===== config.mk =====
export PLATFORM = sky130hd
export DESIGN_NAME = vga_text_console
export DESIGN_NICKNAME = d
export VERILOG_FILES = /design/src/rtl/vga_text_console.sv
export SDC_FILE = /design/constraint.sdc
export NUM_CORES = 1
export LEC_CHECK = 0
export ABC_AREA = 1
export CORE_ASPECT_RATIO = 1.1
export CORE_UTILIZATION = 47
export CTS_CLUSTER_SIZE = 12
export DETAILED_ROUTE_END_ITERATION = 8
export PLACE_DENSITY = 0.76
export SLEW_MARGIN = 30
export SYNTH_ARGS = -nofsm -noshare
export SYNTH_HDL_FRONTEND = slang
export SYNTH_SLANG_ARGS = --single-unit

===== constraint.sdc =====
create_clock -name clock -period 5.1 [get_ports clock]
set_input_delay 1.02 -clock clock [delete_from_list [all_inputs] [get_ports clock]]
set_output_delay 1.02 -clock clock [all_outputs]
set_load 0.1 [all_outputs]

===== src/rtl/vga_text_console.sv =====
// Terminal-style write controller for the VGA text VRAM, port A.
// Bytes arrive over a valid/ready handshake and become char/attr writes at
// the cursor, with control codes, line wrap, full-screen clear and a
// hardware scroll that copies rows 1..ROWS-1 up by one row.
//
// Handshake: in_ready is high only in IDLE; a byte (in_data + in_attr) is
// taken on a rising edge where in_valid & in_ready, and busy = !in_ready.
module vga_text_console #(
  parameter int COLS   = 80,
  parameter int ROWS   = 45,
  parameter int ADDR_W = 64
) (
  input  logic                      clock,
  input  logic                      reset,
  input  logic [7:0]                in_data,
  input  logic [7:0]                in_attr,
  input  logic                      in_valid,
  output logic                      in_ready,
  output logic [ADDR_W-1:0]         vram_address,
  output logic [7:0]                vram_in,
  output logic                      vram_write,
  input  logic [7:0]                vram_out,
  output logic [$clog2(COLS)-1:0]   cursor_col,
  output logic [$clog2(ROWS)-1:0]   cursor_row,
  output logic                      busy,
  output logic [2:0]                dbg_state
);

  localparam int CW = $clog2(COLS);
  localparam int RW = $clog2(ROWS);
  localparam int AW = 13;
  localparam logic [AW-1:0] ROW_BYTES   = AW'(COLS * 2);
  localparam logic [AW-1:0] SCROLL_LAST = AW'((ROWS - 1) * COLS * 2 - 1);
  localparam logic [AW-1:0] SCREEN_LAST = AW'(COLS * ROWS * 2 - 1);

  typedef enum logic [2:0] {
    S_IDLE      = 3'd0,
    S_PUT_CHAR  = 3'd1,
    S_PUT_ATTR  = 3'd2,
    S_SCROLL_RD = 3'd3,
    S_SCROLL_WR = 3'd4,
    S_CLEAR_W   = 3'd5
  } state_t;

  state_t         r_state;
  state_t         w_next;
  logic [CW-1:0]  r_col;
  logic [RW-1:0]  r_row;
  logic [AW-1:0]  r_addr;     // byte pointer: cell address, scroll or clear index
  logic [7:0]     r_char;
  logic [7:0]     r_attr;
  logic           r_home;     // clear came from FF, so home the cursor at the end

  logic           w_accept;
  logic           w_is_print;
  logic           w_col_last;
  logic           w_row_last;
  logic [AW-1:0]  w_cell;
  logic [AW-1:0]  w_addr;

  assign w_accept   = in_valid && (r_state == S_IDLE);
  assign w_is_print = (in_data >= 8'h20) && (in_data <= 8'h7E);
  assign w_col_last = (r_col == CW'(COLS - 1));
  assign w_row_last = (r_row == RW'(ROWS - 1));
  assign w_cell     = (AW'(r_row) * AW'(COLS) + AW'(r_col)) << 1;

  assign in_ready     = (r_state == S_IDLE);
  assign busy         = !in_ready;
  assign cursor_col   = r_col;
  assign cursor_row   = r_row;
  assign dbg_state    = r_state;
  assign vram_address = {{(ADDR_W - AW){1'b0}}, w_addr};

  // State register; reset aborts any operation immediately.
  always_ff @(posedge clock) begin
    if (reset) r_state <= S_IDLE;
    else       r_state <= w_next;
  end

  // Next-state decode and VRAM port A drive.
  always_comb begin
    w_next     = r_state;
    vram_write = 1'b0;
    w_addr     = '0;
    vram_in    = 8'h00;
    case (r_state)
      S_IDLE: begin
        if (w_accept) begin
          if (w_is_print)                          w_next = S_PUT_CHAR;
          else if (in_data == 8'h0A && w_row_last) w_next = S_SCROLL_RD;
          else if (in_data == 8'h0C)               w_next = S_CLEAR_W;
        end
      end
      S_PUT_CHAR: begin
        vram_write = 1'b1;
        w_addr     = r_addr;
        vram_in    = r_char;
        w_next     = S_PUT_ATTR;
      end
      S_PUT_ATTR: begin
        vram_write = 1'b1;
        w_addr     = r_addr + AW'(1);
        vram_in    = r_attr;
        w_next     = (w_col_last && w_row_last) ? S_SCROLL_RD : S_IDLE;
      end
      S_SCROLL_RD: begin
        w_addr = r_addr + ROW_BYTES;
        w_next = S_SCROLL_WR;
      end
      S_SCROLL_WR: begin
        vram_write = 1'b1;
        w_addr     = r_addr;
        vram_in    = vram_out;
        w_next     = (r_addr == SCROLL_LAST) ? S_CLEAR_W : S_SCROLL_RD;
      end
      S_CLEAR_W: begin
        vram_write = 1'b1;
        w_addr     = r_addr;
        vram_in    = r_addr[0] ? r_attr : 8'h20;
        if (r_addr == SCREEN_LAST) w_next = S_IDLE;
      end
      default: w_next = S_IDLE;
    endcase
  end

  // Cursor, byte latches and the shared address counter.
  always_ff @(posedge clock) begin
    if (reset) begin
      r_col  <= '0;
      r_row  <= '0;
      r_addr <= '0;
      r_char <= 8'h00;
      r_attr <= 8'h00;
      r_home <= 1'b0;
    end else begin
      case (r_state)
        S_IDLE: begin
          if (w_accept) begin
            r_char <= in_data;
            r_attr <= in_attr;
            r_home <= (in_data == 8'h0C);
            r_addr <= w_is_print ? w_cell : '0;
            case (in_data)
              8'h0A: begin
                r_col <= '0;
                if (!w_row_last) r_row <= r_row + RW'(1);
              end
              8'h0D: r_col <= '0;
              8'h08: begin
                if (r_col != '0) begin
                  r_col <= r_col - CW'(1);
                end else if (r_row != '0) begin
                  r_col <= CW'(COLS - 1);
                  r_row <= r_row - RW'(1);
                end
              end
              default: ;
            endcase
          end
        end
        S_PUT_ATTR: begin
          if (w_col_last) begin
            r_col  <= '0;
            r_addr <= '0;
            if (!w_row_last) r_row <= r_row + RW'(1);
          end else begin
            r_col <= r_col + CW'(1);
          end
        end
        S_SCROLL_WR: r_addr <= r_addr + AW'(1);
        S_CLEAR_W: begin
          if (r_addr == SCREEN_LAST) begin
            r_addr <= '0;
            if (r_home) begin
              r_col <= '0;
              r_row <= '0;
            end
          end else begin
            r_addr <= r_addr + AW'(1);
          end
        end
        default: ;
      endcase
    end
  end

endmodule


=== Word level (Yosys, flattened, before mapping) ===
Cells that the tools add are included.

* Output and inout bits: 91
* Register bits after elaboration: 46
* Memory bits (read-only): 0
* Memory bits (writable): 0
* Input bits: 27
* Memories kept: 0
* Logic and storage cells: 92
* Latch bits: 0

* Div/mod/pow operators: 0
* Reduce and logical (&&, ||, !) cells: 18
* $lt $le $gt $ge: 2
* Eq/ne operators: 23
* Multiplexer cells: 34
* Shifts and indexed selects: 0
* Bitwise logic cells: 0
* $add $sub $neg: 7
* $mul: 1

{| class="wikitable"
|+ Operator list
! operator !! number
|-
| $mux W13 || 4
|-
| $pmux W13 S4 || 1
|-
| $mux W6 || 7
|-
| $mux W7 || 6
|-
| $pmux W13 S3 || 1
|-
| $eq A8 B4 Y1 const B || 4
|-
| $pmux W8 S4 || 1
|-
| $eq A13 B13 Y1 const B || 2
|-
| $pmux W7 S3 || 1
|-
| $mux W3 || 6
|-
| $pmux W3 S6 || 1
|-
| $pmux W6 S3 || 1
|-
| $pmux W7 S2 || 1
|-
| $add A13 B1 Y13 const B || 1
|-
| $add A13 B8 Y13 const B || 1
|-
| $add A12 B7 Y12 || 1
|-
| $pmux W6 S2 || 1
|-
| $ge A8 B6 Y1 const B || 1
|-
| $le A8 B7 Y1 const B || 1
|-
| $mul A6 B3 Y8 const B || 1
|-
| $mux W8 || 1
|-
| $reduce_and A8 Y1 || 1
|-
| $add A7 B1 Y7 const B || 1
|-
| $eq A7 B7 Y1 const B || 1
|-
| 29 further kinds || 38
|}

=== Depth between registers and ports, before layout ===
Gate-level depths: netlist of run 1.

* Word-level depth: 6
* Depth in mapped cells: 13
* Gate-level depth less buffers: 13

=== Worst setup path before layout of run 1 ===
OpenSTA, ideal clock, no wires.

* Path kind: register to output
* Start: register r_state[0] (netlist: dbg_state[0])
* End: output vram_address[3]
* Data arrival time: 3960 ps
* Path buffers: 0
* Data required time: 4080 ps
* Stages on the path, launching flop included: 7
* Path slack: 120 ps
* Path through: dfxtp_1 -> inv_1 -> nor3_2 -> inv_1 -> nand2_1 -> inv_1 -> o21ai_0

* Word-level cells in the longest chain between the ends: 3
* Elaborated cells on any way between the ends: 7
* Classes of those cells: eq/ne (5); mux (1); reduce/logical (1)

{| class="wikitable"
|+ Ends and longest elaborated chain
! what !! line !! RTL
|-
| start, declared || 45 || <nowiki>state_t r_state;</nowiki>
|-
| start signal, assigned || 77 || <nowiki>else r_state <= w_next;</nowiki>
|-
| $eq A3 B3 Y1 / $eq A3 B1 Y1 (equally long branches) || 86 || <nowiki>case (r_state)</nowiki>
|-
| $reduce_or A3 Y1 (no line) || - ||
|-
| $pmux W13 S3 (*) || 86 ||
|-
| end, declared || 19 || <nowiki>output logic [ADDR_W-1:0] vram_address,</nowiki>
|}

Mark *: on every way between the ends. The rest lies on a longest branch, timed or not.

=== Final worst setup path of run 1 ===
* Start: register r_state[2] (netlist: dbg_state[2])
* End: output vram_in[1]

* Word-level cells in the longest chain between the ends: 2
* Elaborated cells on any way between the ends: 5
* Classes of those cells: eq/ne (4); mux (1)

{| class="wikitable"
|+ Ends and longest elaborated chain
! what !! line !! RTL
|-
| $eq A3 B3 Y1, or another cell as far along || 86 ||
|-
| $pmux W8 S4 (*) || 86 ||
|-
| end, declared || 20 || <nowiki>output logic [7:0] vram_in,</nowiki>
|}

Marks and branches as above.

==> reports/metrics.yaml, run 1 <==
fin_crit_ns: 4.31
cp_common_cell: "nor2_2"
ant_nets: 0
start_kind: "flop"
antenna_found_initial: 0
firstDrtPassIters: 5
grt_pass1_vias: 4273
hold_viol: 0
power.internal_uw: 788
syn_avg_cell_area_um2: 6.17
fillCellCount: 914
holdPathEnd: "r_attr[5]"
die_w_um: 94.0
drc: 0
dieArea_um2: 9710
p_sw_share_pct: 58.7
cts_sinks: 46
p_sw_mw: 1.12
reg2reg_slack_ns: 2.69
min_from: "r_attr[5]"
slew_viol_final: 0
sequentialPowerShare_pct: 26.3
grt_use_total_pct: 25.5
io_buffer_count: 66
multiInputGateArea_um2: 2800
gp_congestion: 0.910
regArea_um2: 921
final_nets: 811
clkPwrFrac_pct: 13.4
ctsLongestPathBuffers: 2
met2WireLength_mm: 5.88
final_cell_area_um2: 4970
rows: 36
viasPerCell: 5.24
place_area_um2: 4880
top_layer: "met4"
grt_pass1_wl_mm: 19.5
synthCells: 710
ys_ff_latch: 46
cts_tree: "done"
setup_viol: 0
hp-class: "reg2reg"
cts-htree-levels: 2
cts.clk_slew.worst_paths_ns: 0.10
cts-buffers-inserted: 5
root_buffer: "clkbuf_8"
drt_iter0_drc: 268
cp.required_ns: 4.08
clock_latency_ns: 0.32
dpl.cell_count: 871
cap_violations: 0
hpwl_mm: 9.48
slowest_stage: "clkdlybuf4s50_1"
num_io_pins: 118
postCtsSetupRepairBufs: 0
yosysTopAreaCellShare_pct: 21.0
status: "completed"
worstReg2RegStart: "cursor_row[1]"
route.met3.wl_um: 721
worstPathArrival_ns: 3.29
ys.flop_type: "dfxtp_1"
antenna_cells: 0
maxSlewHeadroom_pct: 31.2
whs_path_depth: 2
rsz0062_at_grt: "false"
wl_per_cell_um: 13.6
synth_top_cell_by_area: "dfxtp_1"
routed_wl_mm: 12.0
synth_area_um2: 4380
async_reset_ff_share_pct: 0
tns_ns: 0
p_comb_share_pct: 60.2
layout.cells.non_filler: 879
fin_crit_sh_pct: 84.6
start_util_pct: 48.9
rr_worst_depth: 11
vias: 4607
drive_gt1_share_pct: 5.62
yosysWarnings: 0
skew_ns: 0.0111
tightest_slew_ns: 1.03
die_h_um: 103
ys_top_cells_by_area: "dfxtp_1, nand2_1, buf_4, nand3_1, inv_1"
path_class: "reg2out"
leakagePower_nw: 2.28
cts-resized-gates: 0
coreArea_um2: 8960
path_cells: "nor2_2 > nand2_2 > inv_2 > nor2_2 > nor2_1 > inv_1 > o221ai_1 > clkdlybuf4s50_1"
cp_max_fo: 16
p_per_area_nw_per_um2: 384
worstSetupEndpointType: "primary output"
slowest_delay_ns: 1.18
grt_max_degree: 36
ir_drop_v: 0.000184
rr_endpoint: "r_addr[12]"
syn2layout_area_growth_pct: 13.5
clock.fmax_mhz: 232
synth_edf_count: 0
seq_area_frac_synth_pct: 21.0
cts_hold_buf: 0
wl_met1_mm: 5.06
synth_cell_types: 36
grt_overflow: 0
-- critical path: cells and delay by family (launching register included) --
kind / cells / cell delay (ns)
flops: 1 / 0.41
simple gates: 4 / 0.72
buf+inv: 3 / 1.64
compound gates: 1 / 0.21
-- metrics by stage --
| step | utilization (%) | total power [mW] | setup slack [ns] | hold slack (ns) |
|---|---|---|---|---|
| after floorplan | - | 1.45 | 0.120 | 0.429 |
| after global placement | 54.5 | 1.64 | 1.28 | 0.442 |
| final | 55.5 | 1.91 | 0.785 | 0.462 |
| after detailed placement | 54.5 | 1.65 | 1.14 | 0.448 |
| after CTS | 55.5 | 1.91 | 0.777 | 0.462 |
| after global routing | 55.5 | 2.03 | 0.596 | 0.487 |
-- power by group through the flow --
| stage | clock network, mW | registers, mW | logic (mW) |
|---|---|---|---|
| after floorplan | 0 | 0.600 | 0.853 |
| after global placement | 0 | 0.508 | 1.14 |
| after detailed placement | 0 | 0.508 | 1.14 |
| after CTS | 0.259 | 0.500 | 1.15 |
| after global routing | 0.274 | 0.513 | 1.24 |
| final | 0.257 | 0.503 | 1.15 |
-- cells in the final DEF (no fill, tap or decap), types with 4 or more instances in the layout --
master           instances
clkbuf_8                 5
nor3_1                   8
nand2_1                152
nor2_2                   7
inv_2                    8
conb_1                  51
nor2_1                  75
o221ai_1                12
dfxtp_1                 46
a21oi_1                 50
nand4_1                  5
clkdlybuf4s50_1         65
nand2_2                  7
xor2_1                  17
nand3_1                 68
ha_1                    18
inv_1                   85
o211ai_1                 4
o21ai_0                 49
-- state kept, by name, summed over array words and instances (netlist names) --
name and count:
r_char 8, r_attr 8, dbg_state 3, cursor_col 7, r_home 1, cursor_row 6, r_addr 13
-- synth_stat cells, types with 3 or more instances --
master	instances
buf_4	56
o211ai_1	4
o221ai_1	12
nor3_1	8
o21ai_0	49
nor2_2	7
nand4_1	5
nand3b_1	3
nand3_2	3
clkbuf_1	6
nand2_2	7
xor2_1	17
inv_2	7
or2_2	3
ha_1	18
nor2_1	75
nand3_1	68
buf_2	5
nor2_4	3
nand2_1	152
dfxtp_1	46
inv_1	86
a21oi_1	50
a31oi_1	3
-- worst max path at each step --
stage,startpoint,endpoint,slack (ns),cells after the start
finish,dbg_state[2],vram_in[1],0.79,8
global route,dbg_state[2],vram_in[1],0.60,8
CTS,dbg_state[2],vram_in[1],0.78,8
detailed placement,dbg_state[2],vram_in[1],1.14,8
global placement,dbg_state[2],vram_in[3],1.28,8
floorplan,dbg_state[0],vram_address[3],0.12,6
-- cell families after synthesis --
| family | count (synthesis) | share of synthesized area (%) |
|---|---|---|
| AOI/OAI and AO/OA | 124 | 16.0 |
| buffers and inverters | 164 | 19.3 |
| other | 1 | 0.0856 |
| xor gates and xnor gates | 19 | 3.80 |
| DFF | 46 | 21.0 |
| adders and majority gates | 20 | 6.06 |
| and+or+nand+nor | 336 | 33.7 |
-- routing by layer --
metal / up-vias / GRT usage, %
li1: 2309 / -
met1: 2095 / 29.6
met2: 176 / 46.5
met3: 27 / 4.31
met4: 0 / 10.3
met5: - / 0
-- cell type report --
class,count,share of cell area (%)
Multi-Input combinational cell,550,56.3
Sequential cell,46,18.5
Timing Repair Buffer,66,13.2
Inverter,95,7.17
Tap cell,114,2.87
Clock buffer,5,1.38
Clock inverter,3,0.579
No activity file was read; power rests on OpenSTA's default activity.
==> run 2, diff against run 1 <==
CORE_UTILIZATION = 45   (was 47)
clock period = 3.7 ns   (was 5.1 ns; I/O delays follow)
==> run 2 against run 1 <==
  * Cell area decreased by 0.30%
  * Sequential share of layout area increased by 0.11 points
  * Total power is 38% higher
  * Global-route usage fell by 0.58 points
  * Die area up 4.4%
  * Sequential cell count unchanged
  * Non-clock buffer count up 3
  * Count of clock-buffer cells in the layout did not move
  * Clock skew about the same
  * Final cell count is 0.68% higher
  * Clock power rose by 37%
  * Sequential power up 38%
  * Critical path type unchanged
  * Largest power group unchanged
==> reports/metrics.yaml, run 2 (synthesized netlist as in run 1, its figures left out) <==
p_comb_share_pct: 60.3  # about the same
reg_top3: "r_addr x13, r_attr x8, r_char x8"
power_mw: 2.63  # +38%
dieArea_um2: 10100  # +4.4%
multiInputGateArea_um2: 2830  # +1.0%
fin_hold_ws_ns: 0.468  # +0.00676 ns
path_buf_inv: 3  # unchanged
final_util_pct: 52.8  # -2.7 points
ir_drop_v: 0.000296  # +61%
vias: 4628  # +0.46%
grt_overflow: 0  # unchanged
drt_iter0_drc: 224  # -16%
hold_viol: 0  # unchanged
root_buffer: "clkbuf_8"
setup_viol: 0  # unchanged
routed_wl_mm: 12.1  # +0.88%
clock_latency_ns: 0.33  # about the same
postCtsSetupRepairBufs: 0  # unchanged
grt_use_total_pct: 24.9  # -0.58 points
cp_max_fo: 16  # unchanged
final_nets: 814  # +0.37%
regArea_um2: 923  # +0.27%
coreArea_um2: 9400  # +4.8%
io_buffer_count: 66  # unchanged
dpl.cell_count: 877  # +0.69%
place_area_um2: 4860  # -0.36%
p_sw_mw: 1.56  # +39%
power.internal_mw: 1.08  # +37%
tns_ns: 0  # unchanged
start_util_pct: 46.6  # -2.3 points
fillCellCount: 974  # +6.6%
fin_crit_sh_pct: 84.6
antenna_found_initial: 0  # unchanged
firstDrtPassIters: 5  # unchanged
cts_hold_buf: 0  # unchanged
layout_commonest_cell: "nand2_1"
status: "completed"
slowest_stage: "dfxtp_1"
grt_pass1_vias: 4259  # -0.33%
die_w_um: 96.1  # +2.2%
worstPathArrival_ns: 2.39  # -0.90 ns
path_class: "reg2out"
maxSlewHeadroom_pct: 30.9  # -0.27 points
hpwl_mm: 9.59  # +1.2%
cts_tree: "done"
cts_sinks: 46  # unchanged
worstSetupEndpointType: "primary output"
ant_nets: 0  # unchanged
preCtsSetupSlack_ns: 0.946  # -0.198 ns
largest_register: "r_addr"
final_cell_area_um2: 4960  # -0.30%
syn2layout_area_growth_pct: 13.2
path_delay_family: "buffers and inverters"
reg2reg_slack_ns: 1.27  # -1.42 ns
die_h_um: 105  # +2.2%
ctsLongestPathBuffers: 2  # unchanged
sequentialPowerShare_pct: 26.3  # about the same
largest_reg_flops: 13  # unchanged
clkPwrFrac_pct: 13.4  # about the same
cap_violations: 0  # unchanged
clock.fmax_mhz: 319
drive_gt1_share_pct: 10.7  # +5.1 points
grt_pass1_wl_mm: 19.8  # +1.7%
slowest_delay_ns: 0.56  # -0.62 ns
skew_ns: 0.0106  # -0.000491 ns
p_per_area_nw_per_um2: 531  # +38%
viasPerCell: 5.23  # -0.23%
p_sw_share_pct: 59.1  # +0.36 points
gp_congestion: 0.935  # +2.7%
cts.clk_slew.worst_paths_ns: 0.10  # about the same
cp.required_ns: 2.96  # -1.12 ns
path_cells: "nand2_2 > inv_2 > nor2_2 > nor2_1 > inv_1 > o221ai_1 > buf_4"
rows: 37  # +2.8%
tightest_slew_ns: 1.03  # +0.00398 ns
cts-htree-levels: 2  # unchanged
drc: 0  # unchanged
slew_viol_final: 0  # unchanged
num_io_pins: 118  # unchanged
cts-resized-gates: 0  # unchanged
fin_crit_ns: 3.13
setup_slack_ns: 0.568  # -0.217 ns
layout.cells.non_filler: 885  # +0.68%
grt_max_degree: 36  # unchanged
start_kind: "flop"
wl_per_cell_um: 13.7  # +0.19%
cts-buffers-inserted: 5  # unchanged
leakagePower_nw: 2.35  # +3.2%
final_cell_mix: "nand2_1, inv_1, nor2_1, nand3_1, conb_1"
antenna_cells: 0  # unchanged
hp-class: "reg2reg"
rsz0062_at_grt: "false"
[run 2: changes by cell type in the layout (fill, tap and decap cells not counted), moves of 2 or more]
cell / previous run / this run
buf_4: 0 / 33
clkdlybuf4s50_1: 65 / 36
dfxtp_1: 46 / 44
dfxtp_2: 0 / 2
inv_6: 1 / 3
o21ai_0: 49 / 47
o21ai_1: 1 / 3
o221ai_1: 12 / 8
o221ai_2: 0 / 4
[run 2: power by group through the flow]
stage          logic (mW)  clock network (mW)  registers, mW
2_1_floorplan        1.19                   0          0.828
3_3_place_gp         1.57                   0          0.702
3_5_place_dp         1.58                   0          0.704
4_1_cts              1.58               0.361          0.692
5_1_grt              1.71               0.375          0.708
6_report             1.59               0.352          0.694
[run 2: area by class of cell]
| type | instances | share of cell area, % |
|---|---|---|
| multi-input cells | 550 | 57.1 |
| inverters | 95 | 7.19 |
| flip-flops and latches | 46 | 18.6 |
| repair buffers | 69 | 12.3 |
| clock inverters | 3 | 0.530 |
| clock buffers | 5 | 1.39 |
| well taps | 117 | 2.95 |
[run 2: worst reg2reg max path, cell delays in order (launching register included)]
cell and delay [ns]:
dfxtp_1 0.53, ha_1 0.29, ha_1 0.21, inv_1 0.07, fa_1 0.44, nor2_1 0.15, nand2_1 0.08, nor2_1 0.17
nand2_1 0.07, nand3_1 0.06, nand3_1 0.11, a21oi_1 0.18
[run 2: per-layer routing]
metal | vias to the layer above | part of all wire [%] | global-route usage, %
met4 | 0 | 1.7 | 7.14
met3 | 20 | 6.0 | 3.39
met1 | 2090 | 42 | 31.4
li1 | 2322 | - | -
met5 | - | 0 | 0
met2 | 196 | 50 | 43.3
[run 2: path summary, 6_finish.rpt]
kind | startpoint | endpoint | cells past startpoint
setup reg to reg | cursor_row[1] | r_addr[12] | 11
hold reg to reg | r_char[7] | r_char[7] | 2
hold / removal | r_char[7] | r_char[7] | 2
setup / recovery | dbg_state[1] | vram_in[0] | 7
